File: src/rtl/cpu_types_pkg.sv
// Shared types for the CPU request unit.
//   word_t     : 32-bit machine word
//   reqstate_t : request sequencer states
package cpu_types_pkg;

  typedef logic [31:0] word_t;

  typedef enum logic [1:0] {
    IFETCH = 2'd0,
    EXEC   = 2'd1,
    DMEM   = 2'd2,
    HALTED = 2'd3
  } reqstate_t;

endpackage

File: src/rtl/wait_timer.sv
// Wait-cycle counter for a pending memory request.
// Ports:
//   clk_i  : clock
//   rst_i  : synchronous active-high reset
//   clr_i  : clear count (request phase entered)
//   inc_i  : count one more cycle without acknowledge
//   tc_o   : count has reached WAIT_MAX-1 (last permitted wait cycle)
module wait_timer #(
  parameter int unsigned WAIT_MAX = 255
) (
  input  logic clk_i,
  input  logic rst_i,
  input  logic clr_i,
  input  logic inc_i,
  output logic tc_o
);

  localparam int unsigned CntW = (WAIT_MAX > 1) ? $clog2(WAIT_MAX) : 1;
  localparam logic [CntW-1:0] TcVal = CntW'(WAIT_MAX - 1);

  logic [CntW-1:0] cnt_q, cnt_d;

  always_comb begin
    cnt_d = cnt_q;
    if (clr_i) begin
      cnt_d = '0;
    end else if (inc_i && !tc_o) begin
      // Saturate at terminal count; the sequencer leaves the phase there anyway.
      cnt_d = cnt_q + 1'b1;
    end
  end

  always_ff @(posedge clk_i) begin
    if (rst_i) begin
      cnt_q <= '0;
    end else begin
      cnt_q <= cnt_d;
    end
  end

  assign tc_o = (cnt_q == TcVal);

endmodule

File: src/rtl/request_unit.sv
// Request unit: sequences instruction fetch, execute and data memory access for a
// multicycle CPU, with a per-request wait timeout.
// Ports:
//   CLK, RST         : clock, synchronous active-high reset
//   iREN/dREN/dWEN   : fetch / load / store requests from control unit
//   halt             : halt request from control unit
//   ihit/dhit        : instruction / data memory acknowledges
//   iload            : instruction word from instruction memory
//   imemREN, dmemREN, dmemWEN : memory strobes
//   pc_en            : one-cycle retire pulse
//   instr            : latched instruction
//   halted, timeout  : sticky stop flags
//   retired          : count of retired instructions (wraps)
module request_unit
  import cpu_types_pkg::*;
#(
  parameter int unsigned WAIT_MAX = 255
) (
  input  logic        CLK,
  input  logic        RST,
  input  logic        iREN,
  input  logic        dREN,
  input  logic        dWEN,
  input  logic        halt,
  input  logic        ihit,
  input  logic        dhit,
  input  logic [31:0] iload,
  output logic        imemREN,
  output logic        dmemREN,
  output logic        dmemWEN,
  output logic        pc_en,
  output logic [31:0] instr,
  output logic        halted,
  output logic        timeout,
  output logic [31:0] retired
);

  reqstate_t state_q, state_d;
  word_t     instr_q;
  word_t     retired_q;
  logic      timeout_q;
  logic      timeout_set;
  logic      tmr_clr, tmr_inc, tmr_tc;

  // Counter restarts on every phase change, so entry to IFETCH/DMEM sees zero.
  assign tmr_clr = (state_d != state_q);
  assign tmr_inc = ((state_q == IFETCH) && !ihit) || ((state_q == DMEM) && !dhit);

  wait_timer #(
    .WAIT_MAX(WAIT_MAX)
  ) u_wait_timer (
    .clk_i(CLK),
    .rst_i(RST),
    .clr_i(tmr_clr),
    .inc_i(tmr_inc),
    .tc_o (tmr_tc)
  );

  // State register
  always_ff @(posedge CLK) begin
    if (RST) begin
      state_q <= IFETCH;
    end else begin
      state_q <= state_d;
    end
  end

  // Next-state logic
  always_comb begin
    state_d     = state_q;
    timeout_set = 1'b0;
    unique case (state_q)
      IFETCH: begin
        if (ihit) begin
          state_d = EXEC;
        end else if (tmr_tc) begin
          state_d     = HALTED;
          timeout_set = 1'b1;
        end
      end
      EXEC: begin
        // Priority: halt, illegal load+store, memory op, plain.
        if (halt || (dREN && dWEN)) begin
          state_d = HALTED;
        end else if (dREN || dWEN) begin
          state_d = DMEM;
        end else begin
          state_d = IFETCH;
        end
      end
      DMEM: begin
        if (dhit) begin
          state_d = IFETCH;
        end else if (tmr_tc) begin
          state_d     = HALTED;
          timeout_set = 1'b1;
        end
      end
      HALTED: state_d = HALTED;
      default: state_d = HALTED;
    endcase
  end

  // Outputs; everything forced quiet while RST is asserted so an abandoned
  // request never strobes or retires.
  always_comb begin
    imemREN = 1'b0;
    dmemREN = 1'b0;
    dmemWEN = 1'b0;
    pc_en   = 1'b0;
    if (!RST) begin
      unique case (state_q)
        IFETCH: imemREN = iREN;
        EXEC:   pc_en   = !halt && !dREN && !dWEN;
        DMEM: begin
          dmemREN = dREN;
          dmemWEN = dWEN;
          pc_en   = dhit;
        end
        HALTED:  ;
        default: ;
      endcase
    end
  end

  assign halted  = (state_q == HALTED);
  assign instr   = instr_q;
  assign timeout = timeout_q;
  assign retired = retired_q;

  // Datapath registers
  always_ff @(posedge CLK) begin
    if (RST) begin
      instr_q   <= '0;
      retired_q <= '0;
      timeout_q <= 1'b0;
    end else begin
      if ((state_q == IFETCH) && ihit) begin
        instr_q <= iload;
      end
      if (pc_en) begin
        retired_q <= retired_q + 32'd1;
      end
      if (timeout_set) begin
        timeout_q <= 1'b1;
      end
    end
  end

endmodule

File: config.mk
export PLATFORM = sky130hd
export DESIGN_NAME = request_unit
export DESIGN_NICKNAME = d
export VERILOG_FILES = /design/src/rtl/cpu_types_pkg.sv /design/src/rtl/wait_timer.sv /design/src/rtl/request_unit.sv
export SDC_FILE = /design/constraint.sdc
export NUM_CORES = 1
export LEC_CHECK = 0
export ABC_AREA = 1
export CORE_AREA = 8 8 90 133
export DETAILED_ROUTE_END_ITERATION = 6
export DIE_AREA = 0 0 98 141
export MAX_ROUTING_LAYER = met4
export PLACE_DENSITY = 0.67
export SLEW_MARGIN = 10
export SYNTH_ARGS = -nofsm -noshare
export SYNTH_HDL_FRONTEND = slang
export SYNTH_SLANG_ARGS = --single-unit
File: constraint.sdc
create_clock -name CLK -period 3.54 [get_ports CLK]
set_input_delay 0.885 -clock CLK [delete_from_list [all_inputs] [get_ports CLK]]
set_output_delay 0.885 -clock CLK [all_outputs]
set_load 0.01 [all_outputs]
==> summary.md <==
| Metric | Value |
|---|---|
| HP Class | `register to register` |
| TNS Setup | `0 ns` |
| Mapped Cells | `574` |
| Clock Root Buffer | `clkbuf_16` |
| R2R Path Start | `state_q[1]$_SDFF_PP0_` |
| Resized Gates After CTS | `0` |
| Length in cells of the worst reg-to-reg path | `10` |
| RR Endpoint | `retired[14]$_SDFFE_PP0P_` |
| Synthesized cell area | `3910 um^2` |
| Total power after layout | `2.14 mW` |
| Overall Global Routing Usage | `0.162` |
| Area share of the largest cell type after synthesis | `0.384` |
| Clock insertion delay at the later pin of the skew report | `0.33 ns` |
| Transition time of the tightest slew-check pin | `0.359 ns` |
| Placed wire-length estimate after detailed placement | `8420 um` |
| Area growth from synthesis to layout | `38.0%` |
| Post-layout util | `0.541` |
| Per-instance average area after synthesis | `6.81 um^2` |
| Initial DRT Pass Iterations | `4` |
| Simple-Gate Fraction of Synth Area | `0.400` |
| Die span in y | `141 um` |
| Area share of fa/ha/maj cells after synthesis | `0.0224` |
| Register clock-pin slew on the reported worst setup and hold paths | `0.06 ns` |
| Post-CTS setup buffer count | `0` |
| Commonest cells in the synthesized netlist | `nand2_1 (150), nor2_1 (130), dfxtp_1 (75)` |
| Leak pwr | `1.98 nW` |
| Routed WL per cell | `13.5 um` |
| Avg Vias per Cell | `4.81` |
| Critical Path Source Type | `input port` |
| Data arrival, critical path | `2.46 ns` |
| Number of placement rows | `45` |
| Number of synthesized register bits | `75` |
| Synth warn | `0` |
| Proportion of power drawn by the clock network | `0.397` |
| Number of input and output port buffers inserted | `109` |
| Largest fanout on the critical path | `10` |
| Post-Place Setup Slack | `0.191 ns` |
| Hold violation total from the final report | `0` |
| Number of setup violations in the final report | `0` |
| CP Data Required Time | `2.65 ns` |
| Cell accounting for the most synthesized area | `dfxtp_1` |
| Post-layout net count | `732` |
| Launch point of the critical path | `dREN` |
| Synthesized-area fraction occupied by ao, oa, aoi and oai cells | `0.0935` |
| Part of the cycle the worst path needs | `0.944` |
| Primary FF master, synth | `dfxtp_1` |
| Worst-case headroom to the max-slew limit | `0.760` |
| Maximum Capacitance Violations | `0` |
| Setup repair after global routing missed its margin | `no` |
| Diodes inserted | `0` |
| Kind of end point of the critical path | `output port` |
| Minimum setup slack in the final design | `0.199 ns` |
| End of the critical path | `pc_en` |
| Share of final-layout standard cells stronger than drive strength 1 | `0.0986` |
| Clock period minus worst slack | `3.34 ns` |
| Post-CTS Hold Buffers | `0` |
| TritonCTS clock tree | `yes` |
| H-tree depth | `3` |
| Switching Fraction | `0.274` |
| Number of global-route vias before repair | `3838` |
| Post-detailed-placement cell area | `5110 um^2` |
| DIE AREA | `13800 um^2` |
| Synth unique cells | `32` |
| Number of DRC violations after detailed-routing iteration 0 | `186` |
| Relative contribution of combinational cells to total power | `0.172` |
| Switching power total | `588 uW` |
| Number of buffers inserted during clock tree synthesis | `9` |
| Syn_nets | `621` |
| Post-synthesis sequential area ratio | `0.384` |
| Worst hold margin | `0.474 ns` |
| Xor/xnor share of the synthesized area | `0.0336` |
| Global-route wire length before repair | `18100 um` |
| Pin count of the biggest net entering global routing | `34` |
| Initial Util | `0.392` |
| F_max | `0.299 GHz` |
| CTS Sinks | `75` |
| Portion of netlist area occupied by mux cells | `0.00256` |
| DRC viols | `0` |
| Number of top-level pins | `110` |
| Count of final max-slew check failures | `0` |
| Power Internal | `1.55 mW` |
| DRT Wirelength | `10900 um` |
| Dominant cells by area after synthesis | `dfxtp_1 (38%), nand2_1 (14%), nor2_1 (12%)` |
| Most instantiated library cell after synthesis | `nand2_1` |
| CORE AREA | `9970 um^2` |
| Worst vdd rail ir drop | `425 uV` |
| Number of vias after detailed routing | `3878` |
| Type of the setup path with the least slack | `input port to output port` |
| Post-layout instance area | `5390 um^2` |
| GRT Residual Overflow | `0` |
| Final Skew | `0.00442 ns` |
| Number of nets with antenna violations after detailed routing | `0` |
| CTS Buffer Depth | `2` |
| Width of the chip | `98 um` |
| Antenna violations before repair | `0` |
| Proportion of synthesized flip-flops having asynchronous set or reset | `0` |
| Weighted congestion reported at the end of routability-driven placement | `0.863` |
| Sequential power share | `0.431` |
| Run status | `finished clean` |
| Number of standard cells in the layout, taps in and fillers out | `807` |
| Largest family of logic cells by synthesized area | `simple AND/OR/NAND/NOR gates` |
| Placed cells | `791` |
| Register-to-Register Setup Slack | `1.48 ns` |
| Number of enable-type register cells in the synthesized netlist | `0` |
| Pwr dens | `398 nW/um^2` |
cell usage in the layout, fill, tap and decap left out, drive strengths merged:
cell type	n
nand2	163
nor2	150
clkdlybuf4s50	109
dfxtp	75
inv	43
o21ai	39
a21oi	28
nand3	18
xor2	11
nand3b	9
clkbuf	9
ha	7
buf	7
nor3	6
xnor2	4
clkinv	4
clkinvlp	3
nor3b	2
o21bai	1
o21a	1
mux2i	1
cells by family after synthesis:
logic type               Yosys count
AND/OR/NAND/NOR                  348
flip-flops                        75
AO/OA/AOI/OAI                     69
buffers and inverters             59
XOR/XNOR                          15
adder cells (fa/ha/maj)            7
multiplexers                       1
worst min-delay path by stage:
stage	start	to	slack [ns]	depth (start not counted)
after floorplan	retired[31]$_SDFFE_PP0P_	retired[31]$_SDFFE_PP0P_	0.51	2
after global placement	timeout$_SDFFE_PP0P_	timeout$_SDFFE_PP0P_	0.45	1
after detailed placement	timeout$_SDFFE_PP0P_	timeout$_SDFFE_PP0P_	0.46	1
after CTS	timeout$_SDFFE_PP0P_	timeout$_SDFFE_PP0P_	0.47	1
after global routing	instr[3]$_SDFFE_PP0P_	instr[3]$_SDFFE_PP0P_	0.51	2
final	timeout$_SDFFE_PP0P_	timeout$_SDFFE_PP0P_	0.47	1
registers in the layout, indices dropped and copies added (netlist names):
register            cells
instr                  32
retired                32
u_wait_timer.cnt_q      8
state_q                 2
timeout                 1
power by group through the flow:
stage               Clock, mW  Combinational (mW)  Sequential, mW
finish                  0.850               0.368           0.925
global route            0.913               0.409           0.930
CTS                     0.874               0.374           0.925
detailed placement          0               0.372           0.943
global placement            0               0.367           0.941
floorplan                   0               0.167           0.963
critical path, stage by stage:
cell	delay (ns)
clkdlybuf4s50_1	0.44
nor2_1	0.16
nand3_1	0.10
nand2_2	0.09
nand2_4	0.10
nor2_8	0.13
clkdlybuf4s50_1	0.55
routing by layer:
layer	GRT usage	wire (um)	vias up
met2	0.291	5620	90
met3	0.0458	554	19
met1	0.159	4370	1752
met5	-	0	-
met4	0.0693	316	0
li1	-	-	2017
area by class of cell:
class	count	area, um^2
Fill cell	976	4580
Tap cell	117	146
Multi-Input combinational cell	440	2160
Sequential cell	75	1500
Clock inverter	7	53.8
Inverter	43	161
Timing Repair Buffer	116	1140
Clock buffer	9	225
(Power assumes the default switching activity.)
